===== config.mk =====
export PLATFORM = sky130hd
export DESIGN_NAME = feature_template_classifier
export DESIGN_NICKNAME = d
export VERILOG_FILES = /design/src/rtl/feature_template_classifier.sv
export SDC_FILE = /design/constraint.sdc
export NUM_CORES = 2
export LEC_CHECK = 0
export BUFFER_PORTS_ARGS = -buffer_cell sky130_fd_sc_hd__buf_2
export CORE_MARGIN = 3
export CORE_UTILIZATION = 57
export DETAILED_ROUTE_END_ITERATION = 12
export PLACE_DENSITY = 0.76
export SLEW_MARGIN = 20
export SYNTH_ARGS = -nofsm -noshare
export SYNTH_HDL_FRONTEND = slang
export SYNTH_SLANG_ARGS = --single-unit

===== constraint.sdc =====
create_clock -name clk -period 6.59 [get_ports clk]
set_input_delay 0.3295 -clock clk [delete_from_list [all_inputs] [get_ports clk]]
set_output_delay 0.3295 -clock clk [all_outputs]
set_load 0.05 [all_outputs]

===== src/rtl/feature_template_classifier.sv =====
// feature_template_classifier
//   Nearest-template classifier for the indexed MFCC feature stream. Each accepted
//   element adds its distance to every stored template, with all classes updated in
//   parallel. At frame end the per-class totals are frozen into a snapshot bank. A
//   sequential argmin scan then reports the nearest class, its distance and a reject flag.
//
// Optional feature:
//   `define FEAT_CLASSIFIER_SQDIST_EN -> squared distance (difference saturated to 16 bits)
//                                        with one extra input pipeline stage.
//   undefined (default)              -> L1 absolute difference.
//
// Ports:
//   clk, reset          clock, asynchronous active-low reset
//   x_i, x_index, write signed feature element, its index, valid strobe
//   tmpl_we, tmpl_class, tmpl_index, tmpl_data   template write port
//   threshold           unsigned reject threshold, sampled when the result is registered
//   busy                argmin scan in progress
//   result_dv           one-cycle result strobe
//   result, result_dist winning class and distance (held until the next result_dv)
//   reject              result_dist > threshold
//   frame_err           one-cycle pulse on index sequencing error or overrun
module feature_template_classifier #(
    parameter int unsigned BWIDTH      = 32,
    parameter int unsigned FEAT_DIM    = 12,
    parameter int unsigned NUM_CLASSES = 5,
    parameter int unsigned CWIDTH      = 3,
    parameter int unsigned IWIDTH      = 5,
    parameter int unsigned AWIDTH      = 40
) (
    input  logic                     clk,
    input  logic                     reset,
    input  logic signed [BWIDTH-1:0] x_i,
    input  logic        [IWIDTH-1:0] x_index,
    input  logic                     write,
    input  logic                     tmpl_we,
    input  logic        [CWIDTH-1:0] tmpl_class,
    input  logic        [IWIDTH-1:0] tmpl_index,
    input  logic signed [BWIDTH-1:0] tmpl_data,
    input  logic        [AWIDTH-1:0] threshold,
    output logic                     busy,
    output logic                     result_dv,
    output logic        [CWIDTH-1:0] result,
    output logic        [AWIDTH-1:0] result_dist,
    output logic                     reject,
    output logic                     frame_err
);

    localparam int unsigned FIdxW = (FEAT_DIM > 1) ? $clog2(FEAT_DIM) : 1;
    localparam int unsigned CIdxW = (NUM_CLASSES > 1) ? $clog2(NUM_CLASSES) : 1;
`ifdef FEAT_CLASSIFIER_SQDIST_EN
    localparam int unsigned TermW = 32;
    localparam logic signed [BWIDTH:0] SatHi = (BWIDTH+1)'(32767);
    localparam logic signed [BWIDTH:0] SatLo = (BWIDTH+1)'(-32768);
`else
    localparam int unsigned TermW = BWIDTH + 1;
`endif

    typedef enum logic [1:0] {StIdle, StScan, StDone} state_e;

    function automatic logic [TermW-1:0] dist_term(input logic signed [BWIDTH-1:0] a,
                                                   input logic signed [BWIDTH-1:0] b);
        logic signed [BWIDTH:0] d;
`ifdef FEAT_CLASSIFIER_SQDIST_EN
        logic signed [15:0] s;
        logic signed [31:0] p;
        d = {a[BWIDTH-1], a} - {b[BWIDTH-1], b};
        if (d > SatHi)      s = 16'sh7fff;
        else if (d < SatLo) s = 16'sh8000;
        else                s = d[15:0];
        p = 32'(s) * 32'(s);
        return $unsigned(p);
`else
        d = {a[BWIDTH-1], a} - {b[BWIDTH-1], b};
        return d[BWIDTH] ? $unsigned(-d) : $unsigned(d);
`endif
    endfunction

    function automatic logic [AWIDTH-1:0] sat_add(input logic [AWIDTH-1:0] acc,
                                                  input logic [TermW-1:0]  term);
        logic [AWIDTH:0] s;
        s = {1'b0, acc} + (AWIDTH+1)'(term);
        return s[AWIDTH] ? '1 : s[AWIDTH-1:0];
    endfunction

    // Template storage deliberately has no reset.
    logic signed [BWIDTH-1:0] tmpl_q [NUM_CLASSES][FEAT_DIM];

    always_ff @(posedge clk) begin
        if (tmpl_we && (tmpl_class < CWIDTH'(NUM_CLASSES)) && (tmpl_index < IWIDTH'(FEAT_DIM))) begin
            tmpl_q[tmpl_class[CIdxW-1:0]][tmpl_index[FIdxW-1:0]] <= tmpl_data;
        end
    end

    // Per-class distance terms, read from the template before any same-edge template write.
    logic [TermW-1:0] term_c [NUM_CLASSES];
    always_comb begin
        for (int c = 0; c < NUM_CLASSES; c++) begin
            term_c[c] = '0;
            if (x_index < IWIDTH'(FEAT_DIM)) begin
                term_c[c] = dist_term(x_i, tmpl_q[c][x_index[FIdxW-1:0]]);
            end
        end
    end

    logic              p_write;
    logic [IWIDTH-1:0] p_index;
    logic [TermW-1:0]  p_term [NUM_CLASSES];
`ifdef FEAT_CLASSIFIER_SQDIST_EN
    logic              p_write_q;
    logic [IWIDTH-1:0] p_index_q;
    logic [TermW-1:0]  p_term_q [NUM_CLASSES];
    always_ff @(posedge clk or negedge reset) begin
        if (!reset) begin
            p_write_q <= 1'b0;
            p_index_q <= '0;
            for (int c = 0; c < NUM_CLASSES; c++) p_term_q[c] <= '0;
        end else begin
            p_write_q <= write;
            p_index_q <= x_index;
            for (int c = 0; c < NUM_CLASSES; c++) p_term_q[c] <= term_c[c];
        end
    end
    assign p_write = p_write_q;
    assign p_index = p_index_q;
    always_comb for (int c = 0; c < NUM_CLASSES; c++) p_term[c] = p_term_q[c];
`else
    assign p_write = write;
    assign p_index = x_index;
    always_comb for (int c = 0; c < NUM_CLASSES; c++) p_term[c] = term_c[c];
`endif

    state_e            state_q, state_d;
    logic [AWIDTH-1:0] acc_q [NUM_CLASSES];
    logic [AWIDTH-1:0] acc_d [NUM_CLASSES];
    logic [AWIDTH-1:0] sum   [NUM_CLASSES];
    logic [AWIDTH-1:0] snap_q [NUM_CLASSES];
    logic [IWIDTH-1:0] idx_q, idx_d;
    logic              sync_q, sync_d;
    logic              err_d, err_q;
    logic              snap_load;
    logic              is_zero, accept;

    // Sequencing and accumulation.
    always_comb begin
        acc_d     = acc_q;
        idx_d     = idx_q;
        sync_d    = sync_q;
        err_d     = 1'b0;
        snap_load = 1'b0;
        is_zero   = (p_index == '0);
        accept    = 1'b0;
        for (int c = 0; c < NUM_CLASSES; c++) sum[c] = '0;
        if (p_write) begin
            accept = sync_q ? is_zero : (p_index == idx_q);
            // A mismatching index-0 write restarts the frame instead of being lost.
            if (!sync_q && !accept) err_d = 1'b1;
            if (accept || is_zero) begin
                for (int c = 0; c < NUM_CLASSES; c++) begin
                    sum[c]   = sat_add(is_zero ? '0 : acc_q[c], p_term[c]);
                    acc_d[c] = sum[c];
                end
                sync_d = 1'b0;
                idx_d  = p_index + IWIDTH'(1);
                if (p_index == IWIDTH'(FEAT_DIM - 1)) begin
                    idx_d = '0;
                    for (int c = 0; c < NUM_CLASSES; c++) acc_d[c] = '0;
                    if (state_q != StIdle) err_d = 1'b1;  // overrun: drop this frame
                    else                   snap_load = 1'b1;
                end
            end else begin
                for (int c = 0; c < NUM_CLASSES; c++) acc_d[c] = '0;
                idx_d  = '0;
                sync_d = 1'b1;
            end
        end
    end

    always_ff @(posedge clk or negedge reset) begin
        if (!reset) begin
            for (int c = 0; c < NUM_CLASSES; c++) acc_q[c] <= '0;
            idx_q  <= '0;
            sync_q <= 1'b0;
            err_q  <= 1'b0;
        end else begin
            acc_q  <= acc_d;
            idx_q  <= idx_d;
            sync_q <= sync_d;
            err_q  <= err_d;
        end
    end

    // Scan FSM: state register / next state / outputs.
    logic [CIdxW-1:0] scan_q;

    always_ff @(posedge clk or negedge reset) begin
        if (!reset) state_q <= StIdle;
        else        state_q <= state_d;
    end

    always_comb begin
        state_d = state_q;
        unique case (state_q)
            StIdle:  if (snap_load) state_d = StScan;
            StScan:  if (scan_q == CIdxW'(NUM_CLASSES - 1)) state_d = StDone;
            StDone:  state_d = StIdle;
            default: state_d = StIdle;
        endcase
    end

    always_comb begin
        busy = (state_q != StIdle);
    end

    logic [AWIDTH-1:0] best_dist_q;
    logic [CWIDTH-1:0] best_cls_q;
    logic              dv_q, reject_q;
    logic [CWIDTH-1:0] result_q;
    logic [AWIDTH-1:0] result_dist_q;

    always_ff @(posedge clk or negedge reset) begin
        if (!reset) begin
            for (int c = 0; c < NUM_CLASSES; c++) snap_q[c] <= '0;
            scan_q        <= '0;
            best_dist_q   <= '0;
            best_cls_q    <= '0;
            dv_q          <= 1'b0;
            reject_q      <= 1'b0;
            result_q      <= '0;
            result_dist_q <= '0;
        end else begin
            dv_q <= 1'b0;
            if (snap_load) begin
                snap_q <= sum;
                scan_q <= '0;
            end
            if (state_q == StScan) begin
                // Strict less-than keeps the lowest index on ties.
                if ((scan_q == '0) || (snap_q[scan_q] < best_dist_q)) begin
                    best_dist_q <= snap_q[scan_q];
                    best_cls_q  <= CWIDTH'(scan_q);
                end
                scan_q <= scan_q + CIdxW'(1);
            end
            if (state_q == StDone) begin
                result_q      <= best_cls_q;
                result_dist_q <= best_dist_q;
                reject_q      <= (best_dist_q > threshold);
                dv_q          <= 1'b1;
            end
        end
    end

    assign result_dv   = dv_q;
    assign result      = result_q;
    assign result_dist = result_dist_q;
    assign reject      = reject_q;
    assign frame_err   = err_q;

endmodule


==> flow_summary.yaml <==
die:
  die-area_sq_mm: 0.214
  num_rows: 166
  die-width_um: 463
  boundaryPins: 168
  die_h_um: 463
  core_area_sq_mm: 0.206
  start_util_pct: 57.7
flow_run:
  cap_violations: 0
synthesis:
  syn-num-nets: 9473
  synthCells: 8929
  synthDistinctLibCells: 107
  synth_most_common_cell: "edfxtp_1"
  synth-adder-area-share_pct: 4.52
  synthFlopType: "edfxtp_1"
  synth_top_area_share_pct: 48.5
  postSynth.asyncResetShare_pct: 20.7
  synth_xor_xnor_area_share_pct: 2.85
  syn_area_per_cell_sq_um: 13.3
  yosysWarnings: 0
  synthesis.area_sq_mm: 0.119
  synth_compound_area_share_pct: 10.8
  ys_ff_latch: 2420
  synth_top_family_by_area: "multiplexers"
  synth_area_leader_cell: "edfxtp_1"
  synth.area.mux_share_pct: 11.6
  synth-edff-count: 1920
  synthSimpleGateAreaFrac_pct: 9.03
  yosys-top-cells-count: "1920 x edfxtp_1, 851 x nor2_1, 631 x a21oi_1"
  synth_area_leaders: "edfxtp_1 49%, dfrtp_1 11%, mux4_2 9.0%"
  synth.yosys.seq_area_share_pct: 59.1
timing:
  finalSetupViolCount: 400
  final_max_slew_viol_count: 0
  setup_slack_ps: -737
  layout_min_cycle_time_ps: 7330
  whs_ps: -10.4
  fin_crit_sh_pct: 111
  maxSlewHeadroom_pct: 26.6
  fin_skew_ps: 110
  hold_violations: 13
  rsz0062_at_grt: "yes"
  setup_tns_ps: -188710
  fmax_mhz: 136
  worst-slew-pin-transition_ps: 1100
cts:
  cts_tree: "done"
  cts_max_path_buffers: 3
  clkTransAtPathRegs_ps: 80
  cts_buffers: 229
  cts.sinks: 2420
  ctsHtreeMaxLevel: 4
  cts_root_buf: "clkbuf_16"
  insertion_delay_ps: 900
worst_setup_path:
  crit_fanout: 9
  crit_path_top_delay_cell: "mux4_2"
  arrival_ps: 8120
  critical_path.startpoint_type: "register"
  crit_required_ps: 7390
  path_class: "register to register"
  critPathMaxStageDelay_ps: 570
  cp-end-kind: "register"
  rrSetupSlack_ps: -740
grt:
  grt_max_degree: 147
  grt_pass1_vias: 92434
  grt_overflow: 0
  grt_pass1_wl_mm: 626
  antenna_found_initial: 20
  grt_use_total_pct: 39.5
power:
  fin_total_pwr_mw: 39.1
  p_per_area_mw_per_mm2: 256
  peakVddDrop_mv: 0.428
  p_leak_nw: 60.2
routing:
  drc: 0
  routed_wl_mm: 443
  routedWlPerCell_um: 31.7
  ant_nets: 0
  dr_wl_met3_mm: 51.0
  top_layer_used: "met5"
  vias: 94067
  wl_met1_mm: 146
  via_per_inst: 6.74
  dr.pass1.iters: 9
  wl_met2_mm: 204
  drt_iter0_drc: 12845
cells_and_area:
  seqCellArea_sq_mm: 0.0702
  finalNetCount: 11528
  synthToLayoutAreaGrowth_pct: 28.6
  fillers: 12246
  multiInputGateArea_sq_mm: 0.0521
  fin_cells: 13963
  drive_above_1_share_pct: 36.8
  finalCoreUtilization_pct: 74.2
placement:
  place_inst: 13313
  finalWeightedCongestion: 0.991
  port_buffers: 167
  place_hpwl_mm: 266
status:
  violations: "negative hold slack, negative setup slack"
  status: "finished, violations left"
min_path:
  holdCritPathClass: "input pin to register"
metrics by stage:
stage	cell area, sq um	setup WS [ps]
after floorplan	120000	-157
after global placement	138000	-1760
after detailed placement	138000	-1840
after CTS	150000	-600
after global routing	153000	-793
final	153000	-737
final timing paths:
kind	from	endpoint	depth (start not counted)
min reg2reg	best_cls_q[0]$_DFFE_PN0P_	result[0]$_DFFE_PN0P_	2
min in group asynchronous	reset	snap_q[59]$_DFFE_PN0P_	2
max reg2reg	tmpl_q[4][320]$_DFFE_PP_	acc_q[28]$_DFFE_PN0P_	31
max	tmpl_q[4][320]$_DFFE_PP_	acc_q[28]$_DFFE_PN0P_	31
min	tmpl_data[14]	tmpl_q[3][334]$_DFFE_PP_	1
max in group asynchronous	reset	acc_q[129]$_DFFE_PN0P_	3
routing by layer:
metal  GRT usage (%)  vias to the layer above
met1            47.9                    45843
met5               0                        -
met2            62.8                     7852
li1                -                    38310
met4            27.5                       14
met3            9.61                     2048
critical path: cells and delay by family (launching register included):
kind	cells	cell delay, ps
compound gates	14	2990
fa+ha+maj	3	790
buf+inv	4	690
flops	1	460
mux	2	960
simple gates	8	1260
layout by cell type, fill, tap and decap left out, types with 221 or more instances in the layout:
cell type / n
edfxtp_1: 1920
buf_4: 1919
nor2_1: 602
nand2_1: 515
dfrtp_1: 498
a21oi_1: 484
mux4_2: 475
ha_1: 362
o21ai_0: 252
clkbuf_16: 231
nor2b_1: 221
sequential cells by signal, indices dropped and copies added (netlist names), 2 cells and up:
name / cells
acc_q: 200
best_cls_q: 3
best_dist_q: 40
idx_q: 5
result: 3
result_dist: 40
scan_q: 3
snap_q: 200
state_q: 2
tmpl_q: 1920
what timing repair did:
item,4_1_cts,5_1_grt
pin swaps,272,275
setup buffers,123,80
hold buffers,4,5
endpoints found under the setup margin,400,400
endpoints found under the hold margin,112,33
gates resized for setup,690,502
cloned,16,2
cell type report:
type / instances / share of cell area, %
Sequential cell: 2420 / 45.9
Multi-Input combinational cell: 5870 / 34.1
Timing Repair Buffer: 2268 / 12.1
Clock buffer: 285 / 3.95
Tap cell: 2772 / 2.27
Clock inverter: 139 / 1.14
Inverter: 195 / 0.482
Antenna cell: 14 / 0.0229
cell families (layout without fill, tap and decap cells):
family	Yosys count	in the layout
compound gates	2014	2014
xor+xnor	387	387
fa+ha+maj	423	423
buf+inv	640	2887
flops	2420	2420
mux	780	780
other cells	0	14
simple gates	2265	2266
power by group:
| group | internal, mW | total, mW | switching [mW] |
|---|---|---|---|
| Combinational | 3.83 | 8.44 | 4.62 |
| Clock | 7.60 | 14.1 | 6.46 |
| Sequential | 16.5 | 16.6 | 0.0847 |
No activity file was read; power rests on OpenSTA's default activity.
